==> config.mk <==
export PLATFORM = sky130hd
export DESIGN_NAME = hazard_ctrl
export DESIGN_NICKNAME = d
export VERILOG_FILES = /design/src/rtl/hazard_ctrl_pkg.sv /design/src/rtl/hazard_ctrl_stage.sv /design/src/rtl/hazard_ctrl.sv
export SDC_FILE = /design/constraint.sdc
export NUM_CORES = 1
export LEC_CHECK = 0
export BUFFER_PORTS_ARGS = -buffer_cell sky130_fd_sc_hd__buf_4
export CORE_ASPECT_RATIO = 0.7
export CORE_MARGIN = 10
export CORE_UTILIZATION = 54
export CTS_CLUSTER_DIAMETER = 80
export CTS_CLUSTER_SIZE = 10
export DETAILED_ROUTE_END_ITERATION = 10
export GPL_TIMING_DRIVEN = 1
export HOLD_SLACK_MARGIN = 0.1
export MAX_ROUTING_LAYER = met4
export PLACE_DENSITY = 0.87
export SLEW_MARGIN = 40
export SYNTH_ARGS = -nofsm -noshare
export SYNTH_HDL_FRONTEND = slang
export SYNTH_HIERARCHICAL = 1
export SYNTH_SLANG_ARGS = --single-unit
==> constraint.sdc <==
create_clock -name clk -period 2 [get_ports clk]
set_input_delay 0.4 -clock clk [delete_from_list [all_inputs] [get_ports clk]]
set_output_delay 0.4 -clock clk [all_outputs]
set_load 0.05 [all_outputs]
==> src/rtl/hazard_ctrl_pkg.sv <==
// Shared encodings for the D-stage hazard controller: result classes,
// forwarding-mux select codes and result latencies.
package hazard_ctrl_pkg;

  localparam int RES_W = 3;

  // Result class of an instruction; nw means "writes no register".
  typedef enum logic [RES_W-1:0] {
    RES_NW    = 3'd0,
    RES_ALU   = 3'd1,
    RES_DM    = 3'd2,
    RES_PC    = 3'd3,
    RES_OTHER = 3'd4
  } res_t;

  // Forwarding-mux select codes shared by every operand mux.
  typedef enum logic [1:0] {
    FWD_RF = 2'd0,
    FWD_E  = 2'd1,
    FWD_M  = 2'd2,
    FWD_W  = 2'd3
  } fwd_t;

  // Cycles, counted from E, until a producer's result exists.
  localparam int TNEW_DM  = 2;
  localparam int TNEW_ALU = 1;

  // tnew of an instruction as it enters E.
  function automatic logic [1:0] tnew_of(input logic [RES_W-1:0] res);
    case (res)
      RES_DM:  return 2'(TNEW_DM);
      RES_ALU: return 2'(TNEW_ALU);
      default: return 2'd0;
    endcase
  endfunction

endpackage

==> src/rtl/hazard_ctrl_stage.sv <==
// One scoreboard entry {dst, tnew, res, rs, rt}. Loads the upstream entry
// each cycle, optionally ageing tnew by one, or loads a bubble instead.
module hz_stage_reg
  import hazard_ctrl_pkg::*;
#(
  parameter int REGW = 5,
  parameter int TW   = 2,
  parameter bit DECR = 1'b1
) (
  input  logic             clk,
  input  logic             reset_n,
  input  logic             bubble_i,
  input  logic [REGW-1:0]  dst_i,
  input  logic [TW-1:0]    tnew_i,
  input  logic [RES_W-1:0] res_i,
  input  logic [REGW-1:0]  rs_i,
  input  logic [REGW-1:0]  rt_i,
  output logic [REGW-1:0]  dst_o,
  output logic [TW-1:0]    tnew_o,
  output logic [RES_W-1:0] res_o,
  output logic [REGW-1:0]  rs_o,
  output logic [REGW-1:0]  rt_o
);

  logic [REGW-1:0]  dst_q, dst_d;
  logic [TW-1:0]    tnew_q, tnew_d;
  logic [RES_W-1:0] res_q, res_d;
  logic [REGW-1:0]  rs_q, rs_d;
  logic [REGW-1:0]  rt_q, rt_d;

  // One cycle of ageing: counts down and sticks at zero.
  function automatic logic [TW-1:0] tnew_age(input logic [TW-1:0] t);
    if (DECR && (t != '0)) return t - TW'(1);
    return t;
  endfunction

  // Next entry: the upstream entry (aged) or an all-zero bubble.
  always_comb begin
    dst_d  = dst_i;
    tnew_d = tnew_age(tnew_i);
    res_d  = res_i;
    rs_d   = rs_i;
    rt_d   = rt_i;
    if (bubble_i) begin
      dst_d  = '0;
      tnew_d = '0;
      res_d  = RES_NW;
      rs_d   = '0;
      rt_d   = '0;
    end
  end

  // Entry register; reset leaves a bubble.
  always_ff @(posedge clk or negedge reset_n) begin
    if (!reset_n) begin
      dst_q  <= '0;
      tnew_q <= '0;
      res_q  <= RES_NW;
      rs_q   <= '0;
      rt_q   <= '0;
    end else begin
      dst_q  <= dst_d;
      tnew_q <= tnew_d;
      res_q  <= res_d;
      rs_q   <= rs_d;
      rt_q   <= rt_d;
    end
  end

  assign dst_o  = dst_q;
  assign tnew_o = tnew_q;
  assign res_o  = res_q;
  assign rs_o   = rs_q;
  assign rt_o   = rt_q;

endmodule

==> src/rtl/hazard_ctrl.sv <==
// D-stage stall/forward controller for the 5-stage MIPS pipeline. Tracks
// the producers in E, M and W and derives the stall line and every
// forwarding select combinationally from that scoreboard.
module hazard_ctrl
  import hazard_ctrl_pkg::*;
#(
  parameter int REGW = 5,
  parameter int TW   = 2
) (
  input  logic             clk,
  input  logic             reset_n,
  input  logic [REGW-1:0]  rs_d,
  input  logic [REGW-1:0]  rt_d,
  input  logic [REGW-1:0]  dst_d,
  input  logic [TW-1:0]    tuse_rs,
  input  logic [TW-1:0]    tuse_rt,
  input  logic [RES_W-1:0] res_d,
  input  logic             flush,
  output logic             stall,
  output logic [1:0]       fwd_rs_d,
  output logic [1:0]       fwd_rt_d,
  output logic [1:0]       fwd_rs_e,
  output logic [1:0]       fwd_rt_e,
  output logic [1:0]       fwd_rt_m
);

  logic [REGW-1:0]  dst_e, dst_m, dst_w;
  logic [TW-1:0]    tnew_e, tnew_m, tnew_w;
  logic [RES_W-1:0] res_e, res_m, res_w;
  logic [REGW-1:0]  rs_e, rs_m, rs_w;
  logic [REGW-1:0]  rt_e, rt_m, rt_w;

  logic [REGW-1:0]  dst_in_e;
  logic [TW-1:0]    tnew_in_e;
  logic             bubble_e;

  // Non-writing instructions enter with dst=0 so they can never match.
  assign dst_in_e  = (res_d == RES_NW) ? '0 : dst_d;
  assign tnew_in_e = TW'(tnew_of(res_d));
  // flush kills everything; a stall only replaces the instruction entering E.
  assign bubble_e  = flush | stall;

  hz_stage_reg #(.REGW(REGW), .TW(TW), .DECR(1'b0)) u_stage_e (
    .clk      (clk),
    .reset_n  (reset_n),
    .bubble_i (bubble_e),
    .dst_i    (dst_in_e),
    .tnew_i   (tnew_in_e),
    .res_i    (res_d),
    .rs_i     (rs_d),
    .rt_i     (rt_d),
    .dst_o    (dst_e),
    .tnew_o   (tnew_e),
    .res_o    (res_e),
    .rs_o     (rs_e),
    .rt_o     (rt_e)
  );

  hz_stage_reg #(.REGW(REGW), .TW(TW), .DECR(1'b1)) u_stage_m (
    .clk      (clk),
    .reset_n  (reset_n),
    .bubble_i (flush),
    .dst_i    (dst_e),
    .tnew_i   (tnew_e),
    .res_i    (res_e),
    .rs_i     (rs_e),
    .rt_i     (rt_e),
    .dst_o    (dst_m),
    .tnew_o   (tnew_m),
    .res_o    (res_m),
    .rs_o     (rs_m),
    .rt_o     (rt_m)
  );

  hz_stage_reg #(.REGW(REGW), .TW(TW), .DECR(1'b1)) u_stage_w (
    .clk      (clk),
    .reset_n  (reset_n),
    .bubble_i (flush),
    .dst_i    (dst_m),
    .tnew_i   (tnew_m),
    .res_i    (res_m),
    .rs_i     (rs_m),
    .rt_i     (rt_m),
    .dst_o    (dst_w),
    .tnew_o   (tnew_w),
    .res_o    (res_w),
    .rs_o     (rs_w),
    .rt_o     (rt_w)
  );

  // Fields carried for completeness of the entry but not needed for decisions.
  logic unused_fields;
  assign unused_fields = ^{res_e, res_m, res_w, rs_m, rs_w, rt_w};

  // A register dependency; $0 is hardwired and never creates one.
  function automatic logic hit(input logic [REGW-1:0] r, input logic [REGW-1:0] dst);
    return (r != '0) && (r == dst);
  endfunction

  // D operand: newest producer wins; if it is not ready yet, read RF (stall covers it).
  function automatic logic [1:0] sel_d(input logic [REGW-1:0] r);
    if (hit(r, dst_e)) return (tnew_e == '0) ? FWD_E : FWD_RF;
    if (hit(r, dst_m)) return (tnew_m == '0) ? FWD_M : FWD_RF;
    if (hit(r, dst_w)) return (tnew_w == '0) ? FWD_W : FWD_RF;
    return FWD_RF;
  endfunction

  // E operand: same newest-wins rule over the producers behind it.
  function automatic logic [1:0] sel_mw(input logic [REGW-1:0] r);
    if (hit(r, dst_m)) return (tnew_m == '0) ? FWD_M : FWD_RF;
    if (hit(r, dst_w)) return (tnew_w == '0) ? FWD_W : FWD_RF;
    return FWD_RF;
  endfunction

  // Stall when an E or M producer will not be ready by the time D needs it.
  always_comb begin
    stall = 1'b0;
    if ((hit(rs_d, dst_e) && (tnew_e > tuse_rs)) ||
        (hit(rt_d, dst_e) && (tnew_e > tuse_rt)) ||
        (hit(rs_d, dst_m) && (tnew_m > tuse_rs)) ||
        (hit(rt_d, dst_m) && (tnew_m > tuse_rt)))
      stall = 1'b1;
  end

  // Forwarding selects for the D, E and M consumers.
  always_comb begin
    fwd_rs_d = sel_d(rs_d);
    fwd_rt_d = sel_d(rt_d);
    fwd_rs_e = sel_mw(rs_e);
    fwd_rt_e = sel_mw(rt_e);
    fwd_rt_m = (hit(rt_m, dst_w) && (tnew_w == '0)) ? FWD_W : FWD_RF;
  end

endmodule

======== Yosys cells after proc, flatten, opt, wreduce, memory -nomap -nowiden ========
Index checks and enable logic that the tools add are counted.
cells by class
  add/subtract/negate cells ............... 2
  order comparisons ....................... 4
  equal/unequal tests ..................... 13
  multiplexer cells ....................... 60
  bitwise logic cells ..................... 1
  reduce and logical (&&, ||, !) cells .... 30
operators with widths
  operator             number
  $mux 2               30
  $eq 5x5->1           11
  $mux 5               7
  $reduce_bool 5->1    5
  $mux 1               22
  $logic_and 1x1->1    16
  $gt 2x2->1           4
  $logic_not 2->1      3
  $pmux 2 s2           1
  $reduce_bool 2->1    2
  $sub 2x1->2 const B  2
  $eq 3x1->1 const B   1
  $eq 3x2->1 const B   1
  $logic_not 3->1      1
  $logic_or 1x1->1     3
  $or 1x1->1           1
storage, ports and cells
  flip-flop bits (word level) ............. 36
  bits of input ports ..................... 25
  output and inout bits ................... 11
  word-level logic and storage cells ...... 119

======== Longest topological paths before layout ========
Gate-level depths: netlist of the first run.
  depth in word-level cells ............... 9
  mapped depth ............................ 9
  mapped depth without buffers ............ 8

======== Modules after synthesis ========
The synthesis of the first run kept the hierarchy.
modules (own cells, without submodules)
  module                        times used  cells an instance  area an instance (um^2)  seq. area each (um^2)
  hz_stage_reg (u_stage_m ...)  2           42                 640.6                    500.5
  hazard_ctrl                   1           155                1109.8                   0.0
  hz_stage_reg (u_stage_e)      1           42                 718.2                    500.5

======== Least setup slack after synthesis of the first run ========
No wires, ideal clock.
  path kind ............................... flip-flop to output port
  start ................................... register u_stage_w.dst_q[2], in the netlist u_stage_w/dst_o[2]
  end ..................................... output fwd_rt_m[1]
  arrival ................................. 2.873 ns
  required time ........................... 1.600 ns
  path slack .............................. -1.273 ns
  cell stages (with the launch flop) ...... 7
  buffers on the path ..................... 2
  cell sequence ........................... dfrtp_1 clkbuf_1 nor4_1 nor3_1 a21oi_1 nor4_1 buf_4
on the way
  cells in the longest elaborated chain, start to end .. 4
ends and longest elaborated chain
  what                    RTL line                 text
  start, declared         hazard_ctrl_stage.sv:25  logic [REGW-1:0] dst_q, dst_d;
  start signal, assigned  hazard_ctrl_stage.sv:62  dst_q <= dst_d;
  $eq 5x5->1              hazard_ctrl.sv:97        return (r != '0) && (r == dst);
  $logic_and 1x1->1       hazard_ctrl.sv:97
  $logic_and 1x1->1       hazard_ctrl.sv:131       fwd_rt_m = (hit(rt_m, dst_w) && (tnew_w == '0)) ? FWD_W : FWD_RF;
  $mux 2                  hazard_ctrl.sv:131
  end, declared           hazard_ctrl.sv:24        output logic [1:0] fwd_rt_m
No other way between the ends.

======== Worst setup path after layout of the first run ========
  start ................................... register u_stage_m.dst_q[3], in the netlist u_stage_m/dst_o[3]
  end ..................................... output stall
on the way
  cells in the longest elaborated chain, start to end .. 6
  elaborated cells on any way between the ends .. 9
  those cells by class .................... eq/ne: 2; mux: 1; reduce/logical: 6
ends and longest elaborated chain
  what                    RTL line                 text
  start, declared         hazard_ctrl_stage.sv:25
  start signal, assigned  hazard_ctrl_stage.sv:62
  $eq 5x5->1              hazard_ctrl.sv:97
  $logic_and 1x1->1       hazard_ctrl.sv:97
  $logic_and 1x1->1       hazard_ctrl.sv:120       (hit(rs_d, dst_m) && (tnew_m > tuse_rs)) ||
  $logic_or 1x1->1        hazard_ctrl.sv:119       (hit(rt_d, dst_e) && (tnew_e > tuse_rt)) ||
  $logic_or 1x1->1 *      hazard_ctrl.sv:120
  $mux 1 *                hazard_ctrl.sv:118       if ((hit(rs_d, dst_e) && (tnew_e > tuse_rs)) ||
  end, declared           hazard_ctrl.sv:19        output logic stall,
Every way passes the cells marked *; elsewhere a longest branch is shown, timed or not.

==> results of run 1 <==
-- routing by layer --
metal	vias to the layer above	global-route usage (%)	share of wire (%)
met1	1094	22.6	38
met3	56	5.12	9.7
met5	-	-	0
li1	943	-	-
met4	0	11.7	5.1
met2	211	32.3	47
-- registers in the layout, indices dropped and copies added, names as in the netlist --
| register | count |
|---|---|
| u_stage_e/dst_o | 5 |
| u_stage_e/rs_o | 5 |
| u_stage_e/rt_o | 5 |
| u_stage_e/tnew_o | 2 |
| u_stage_m/dst_o | 5 |
| u_stage_m/rt_o | 5 |
| u_stage_m/tnew_o | 2 |
| u_stage_w/dst_o | 5 |
| u_stage_w/tnew_o | 2 |
-- per-stage QoR --
stage	setup slack, ns	instances	power (mW)
finish	-0.701	368	2.09
global placement	-0.395	338	1.28
detailed placement	-0.430	338	1.30
global route	-0.704	368	2.15
CTS	-0.426	356	1.94
floorplan	-0.346	233	1.13
-- worst max path at each step --
stage / depth (start not counted) / to / start
6_report: 6 / stall / u_stage_m/dst_o[3]$_DFF_PN0_
5_1_grt: 6 / stall / u_stage_m/dst_o[3]$_DFF_PN0_
3_5_place_dp: 7 / u_stage_e/rt_o[3]$_DFF_PN0_ / rt_d[1]
4_1_cts: 6 / stall / u_stage_m/tnew_o[1]$_DFF_PN0_
3_3_place_gp: 6 / stall / rs_d[1]
2_1_floorplan: 7 / u_stage_e/dst_o[3]$_DFF_PN0_ / rt_d[1]
-- cells in the final DEF, fill, tap and decap left out, types with 2 or more instances in the layout --
| cell type | count |
|---|---|
| nor2_1 | 2 |
| or2_4 | 6 |
| or4_4 | 6 |
| a21oi_4 | 2 |
| nor3b_1 | 4 |
| nor2b_1 | 21 |
| a21oi_2 | 2 |
| nor2b_4 | 4 |
| buf_6 | 25 |
| nand3_1 | 4 |
| buf_8 | 3 |
| nor4_4 | 2 |
| xnor2_2 | 22 |
| nor3_1 | 2 |
| nand4_1 | 3 |
| xnor2_1 | 19 |
| ha_1 | 7 |
| clkbuf_8 | 7 |
| dfrtp_2 | 9 |
| and3b_1 | 2 |
| nand3_2 | 3 |
| nand2_1 | 5 |
| o21ai_1 | 2 |
| nor2_4 | 6 |
| o21ai_2 | 2 |
| inv_1 | 8 |
| nor4_2 | 5 |
| mux2i_4 | 3 |
| nor3_2 | 2 |
| dfrtp_1 | 27 |
| nor2b_2 | 13 |
| xor2_1 | 10 |
| buf_4 | 62 |
-- final cells by class --
type | count | area, sq um
clock buffer | 7 | 96.3
fill | 141 | 349
inverter | 8 | 30.0
multi-input combinational | 174 | 1790
sequential | 36 | 912
tap | 52 | 65.1
timing repair buffer | 91 | 802
-- power breakdown --
group / internal, mW / total, mW / switching (mW)
Clock: 0.307 / 0.574 / 0.268
Sequential: 0.759 / 0.812 / 0.0522
Combinational: 0.340 / 0.705 / 0.365
Total: 1.41 / 2.09 / 0.684
-- critical path, delay by kind of cell (launching register included) --
family	cells	cell delay [ns]
AND/OR/NAND/NOR	3	0.89
flip-flops	1	0.49
buffers and inverters	2	0.35
XOR/XNOR	1	0.27
-- what timing repair did --
| item | 4_1_cts | 5_1_grt |
|---|---|---|
| endpoints found under the setup margin | 28 | 28 |
| buffers inserted | 11 | 11 |
| resized for setup | 63 | 39 |
| endpoints found under the hold margin | 36 | 0 |
| cloned | 0 | 2 |
| pin swaps | 26 | 31 |
| hold buffers | 1 | 0 |
==> flow_metrics.py, run 1 <==
metrics = {
    "cts": {
        "clk_pin_slew_ns": 0.07,
        "root_buffer": "clkbuf_8",
        "numClockSinks": 36,
        "cts_tree": "yes",
        "htreeDepth": 2,
        "clock_latency_ns": 0.31,
        "numCtsBuffers": 5,
        "cts_buffer_depth": 2,
    },
    "placement": {
        "hpwlAfterDp_um": 4520,
        "io_buffer_count": 35,
        "gp_congestion": 0.906,
        "place_area_sq_mm": 0.00294,
    },
    "timing": {
        "rsz0062_at_grt": "true",
        "holdWs_ns": 0.390,
        "tightestPinTransition_ns": 0.554,
        "tns_ns": -10.25,
        "min_period_ns": 2.70,
        "relSlewSlack_pct": 62.7,
        "finalClockSkew_ns": 0.00877,
        "max_freq_mhz": 370,
        "maxSlewViolCount": 0,
        "fin_crit_sh_pct": 135,
        "setup_slack_ns": -0.701,
        "hold_viol_final": 0,
        "finalSetupViolCount": 28,
    },
    "drt": {
        "drc": 0,
        "via_count": 2304,
        "first_pass_iters": 5,
        "antenna_left": 0,
        "vias_per_cell": 6.26,
        "wirelength_um": 9280,
        "avgRoutedWirePerCell_um": 25.2,
        "drtIter0Drc": 253,
    },
    "setup_path": {
        "crit_chain": "xnor2_1 -> nand3_1 -> buf_4 -> nor4_1 -> or4_4 -> buf_8",
        "cp_max_fo": 4,
        "r2r-start": "u_stage_m/dst_o[3]$_DFF_PN0_",
        "rr_worst_depth": 8,
        "startpoint_type": "flip-flop",
        "critPathKind": "flip-flop to output pin",
        "crit_slowest_cell": "dfrtp_2",
        "cp-end-kind": "output pin",
        "arrival_ns": 2.30,
        "reg2reg_slack_ns": -0.41,
        "slowest_delay_ns": 0.49,
        "r2r-end": "u_stage_e/rs_o[2]$_DFF_PN0_",
        "crit_required_ns": 1.60,
    },
    "worst_hold_path": {
        "whs_endpoint": "u_stage_e/tnew_o[0]$_DFF_PN0_",
        "hp-start": "res_d[1]",
        "hp-class": "input pin to flip-flop",
        "hold_depth": 3,
    },
    "die": {
        "rows": 19,
        "die_area_sq_mm": 0.00742,
        "die_x_um": 98.8,
        "io_pins": 36,
        "start_util_pct": 58.0,
        "die_y_um": 75.1,
        "coreArea_sq_mm": 0.00404,
    },
    "yosys": {
        "syn_nets": 266,
        "syn_area_sq_mm": 0.00234,
        "syn_area_per_cell_sq_um": 10.1,
        "ys_warn_count": 6,
        "netlist_instances": 233,
    },
    "finish": {
        "drive_gt1_share_pct": 60.8,
        "finalNetCount": 349,
        "final_core_util_pct": 91.4,
        "antenna_cells": 0,
        "final_area_sq_mm": 0.00369,
        "syn2layout_area_growth_pct": 57.5,
    },
    "pwr": {
        "power_density_mw_per_mm2": 566,
        "p_leak_nw": 1.64,
        "ir_worst_vdd_mv": 0.492,
    },
    "grt": {
        "grt-ovfl-total": 0,
        "antenna_found_initial": 0,
        "first_global_vias": 2232,
        "grt_pass1_wl_um": 11300,
        "grt_max_degree": 37,
        "grt.total_usage_pct": 20.1,
    },
    "run_status": {
        "violations": "negative setup slack",
        "status": "complete, but fails checks",
    },
    "flow_run": {
        "max_cap_violations": 0,
    },
}
Note: power is estimated with default switching activity, not from simulation.
==> run 2: changes to the inputs <==
--- a/config.mk
+++ b/config.mk
@@ -15,7 +15,7 @@
 export GPL_TIMING_DRIVEN = 1
 export HOLD_SLACK_MARGIN = 0.1
 export MAX_ROUTING_LAYER = met4
-export PLACE_DENSITY = 0.87
+export PLACE_DENSITY = 0.84
 export SLEW_MARGIN = 40
 export SYNTH_ARGS = -nofsm -noshare
 export SYNTH_HDL_FRONTEND = slang
==> run 2 against run 1 <==
Net effect: the run still ends with negative setup slack left; clock power rose by 18%; utilization rose by 3.3 points; cell count fell by 0.54%; combinational power rose by 4.7%; sequential share of layout area fell by 0.79 points; design area rose by 3.6%; critical path depth did not move; critical path type is now input pin to output pin.
==> flow_metrics.py, run 2 (same netlist as run 1, synthesis figures left out) <==
metrics = {
    "run_status": {
        "status": "complete, but fails checks",
        "violations": "negative setup slack",
    },
    "setup_path": {
        "crit_cells": 6,
        "crit_required_ns": 1.60,
        "startpoint_type": "input pin",
        "arrival_ns": 2.12,
        "crit_chain": "buf_4 -> or4_4 -> o211ai_4 -> a2111oi_4 -> or4_4 -> buf_8",
        "critPathMostFrequentCell": "or4_4",
        "reg2reg_slack_ns": -0.45,
        "crit_slowest_cell": "or4_4",
        "critical_path_buf_inv_count": 2,
        "cp-end-kind": "output pin",
        "slowest_delay_ns": 0.56,
        "cp_max_fo": 2,
        "r2r-start": "u_stage_m/tnew_o[1]$_DFF_PN0_",
        "rr_worst_depth": 9,
        "r2r-end": "u_stage_e/rs_o[3]$_DFF_PN0_",
        "critPathKind": "input pin to output pin",
        "cpLargestDelayFamily": "simple AND/OR/NAND/NOR gates",
    },
    "placement": {
        "place_area_sq_mm": 0.00293,
        "gp_congestion": 0.908,
        "place_ws_ns": -0.445,
        "hpwlAfterDp_um": 4590,
        "io_buffer_count": 35,
    },
    "finish": {
        "final_core_util_pct": 94.6,
        "mostFrequentLayoutCells": "buf_4, dfrtp_1, buf_6, nor2b_1, xnor2_2",
        "final_area_sq_mm": 0.00382,
        "layout_commonest_cell": "buf_4",
        "finalNetCount": 346,
        "drive_gt1_share_pct": 64.6,
        "antenna_cells": 0,
        "syn2layout_area_growth_pct": 63.1,
    },
    "timing": {
        "finalSetupViolCount": 28,
        "hold_viol_final": 0,
        "setup_slack_ns": -0.518,
        "maxSlewViolCount": 0,
        "tightestPinTransition_ns": 0.639,
        "relSlewSlack_pct": 57.1,
        "rsz0062_at_grt": "true",
        "max_freq_mhz": 397,
        "holdWs_ns": 0.392,
        "fin_crit_sh_pct": 126,
        "min_period_ns": 2.52,
        "finalClockSkew_ns": 0.00536,
    },
    "worst_hold_path": {
        "hp-start": "res_d[0]",
        "whs_endpoint": "u_stage_e/tnew_o[1]$_DFF_PN0_",
        "hp-class": "input pin to flip-flop",
        "hold_depth": 3,
    },
    "pwr": {
        "power_density_mw_per_mm2": 584,
        "p_total_mw": 2.23,
        "ir_worst_vdd_mv": 0.542,
        "p_leak_nw": 1.65,
    },
    "drt": {
        "drc": 0,
        "wirelength_um": 10200,
        "avgRoutedWirePerCell_um": 27.7,
        "antenna_left": 0,
        "vias_per_cell": 6.48,
        "drtIter0Drc": 321,
        "via_count": 2370,
        "first_pass_iters": 6,
    },
    "cts": {
        "root_buffer": "clkbuf_8",
        "numCtsBuffers": 5,
        "cts_buffer_depth": 2,
        "cts_tree": "yes",
        "clock_latency_ns": 0.31,
        "clk_pin_slew_ns": 0.08,
        "numClockSinks": 36,
        "htreeDepth": 2,
    },
    "die": {
        "io_pins": 36,
        "die_x_um": 98.8,
        "start_util_pct": 58.0,
        "die_y_um": 75.1,
        "coreArea_sq_mm": 0.00404,
        "die_area_sq_mm": 0.00742,
        "rows": 19,
    },
    "grt": {
        "first_global_vias": 2417,
        "antenna_found_initial": 0,
        "grt_pass1_wl_um": 13400,
        "grt-ovfl-total": 0,
        "grt.total_usage_pct": 24.1,
        "grt_max_degree": 37,
    },
    "flow_run": {
        "max_cap_violations": 0,
    },
}
run 2: metal layers:
| metal | wire length, um | GRT usage (%) | vias to the layer above |
|---|---|---|---|
| met5 | 0 | - | - |
| met4 | 771 | 10.5 | 0 |
| met3 | 1010 | 6.76 | 84 |
| met2 | 4610 | 39.7 | 224 |
| met1 | 3760 | 27.4 | 1123 |
| li1 | - | - | 939 |
run 2: worst max-delay path by stage:
stage,start,endpoint,slack (ns)
floorplan,rt_d[1],u_stage_e/dst_o[3]$_DFF_PN0_,-0.35
detailed placement,rs_d[1],stall,-0.44
finish,rt_d[2],stall,-0.52
global placement,rs_d[1],stall,-0.40
global route,u_stage_m/tnew_o[0]$_DFF_PN0_,stall,-0.55
CTS,u_stage_m/tnew_o[1]$_DFF_PN0_,stall,-0.46
run 2: final cells by class:
| cell class | instances | area (sq um) |
|---|---|---|
| Clock inverter | 3 | 42.5 |
| Timing Repair Buffer | 88 | 768 |
| Sequential cell | 36 | 915 |
| Fill cell | 100 | 216 |
| Clock buffer | 5 | 68.8 |
| Inverter | 8 | 30.0 |
| Tap cell | 52 | 65.1 |
| Multi-Input combinational cell | 174 | 1940 |
run 2: timing repair:
item,in CTS,in global routing
setup buffers,16,7
pin swaps,32,25
endpoints found under the setup margin,28,28
gates resized for setup,74,50
hold buffers,1,0
cloned,2,0
endpoints found under the hold margin,36,0
run 2: through the flow:
step | instances | TNS, ns
4_1_cts | 362 | -6.60
2_1_floorplan | 233 | -6.40
6_report | 366 | -10.66
3_5_place_dp | 336 | -8.95
3_3_place_gp | 336 | -7.88
5_1_grt | 366 | -12.00
run 2: worst reg2reg max path, cell delays in order, from the launching register on:
cell and delay, ns:
dfrtp_2 0.47, ha_4 0.27, nor2b_4 0.14, o21ai_2 0.15, nor4_2 0.07, or4_4 0.53
buf_4 0.15, buf_6 0.11, or2_4 0.32, nor2b_2 0.16
run 2: report_power, final:
part / total (mW) / internal [mW] / switching, mW
registers: 0.819 / 0.759 / 0.0602
logic: 0.738 / 0.352 / 0.387
clock network: 0.676 / 0.369 / 0.307
total: 2.23 / 1.48 / 0.754
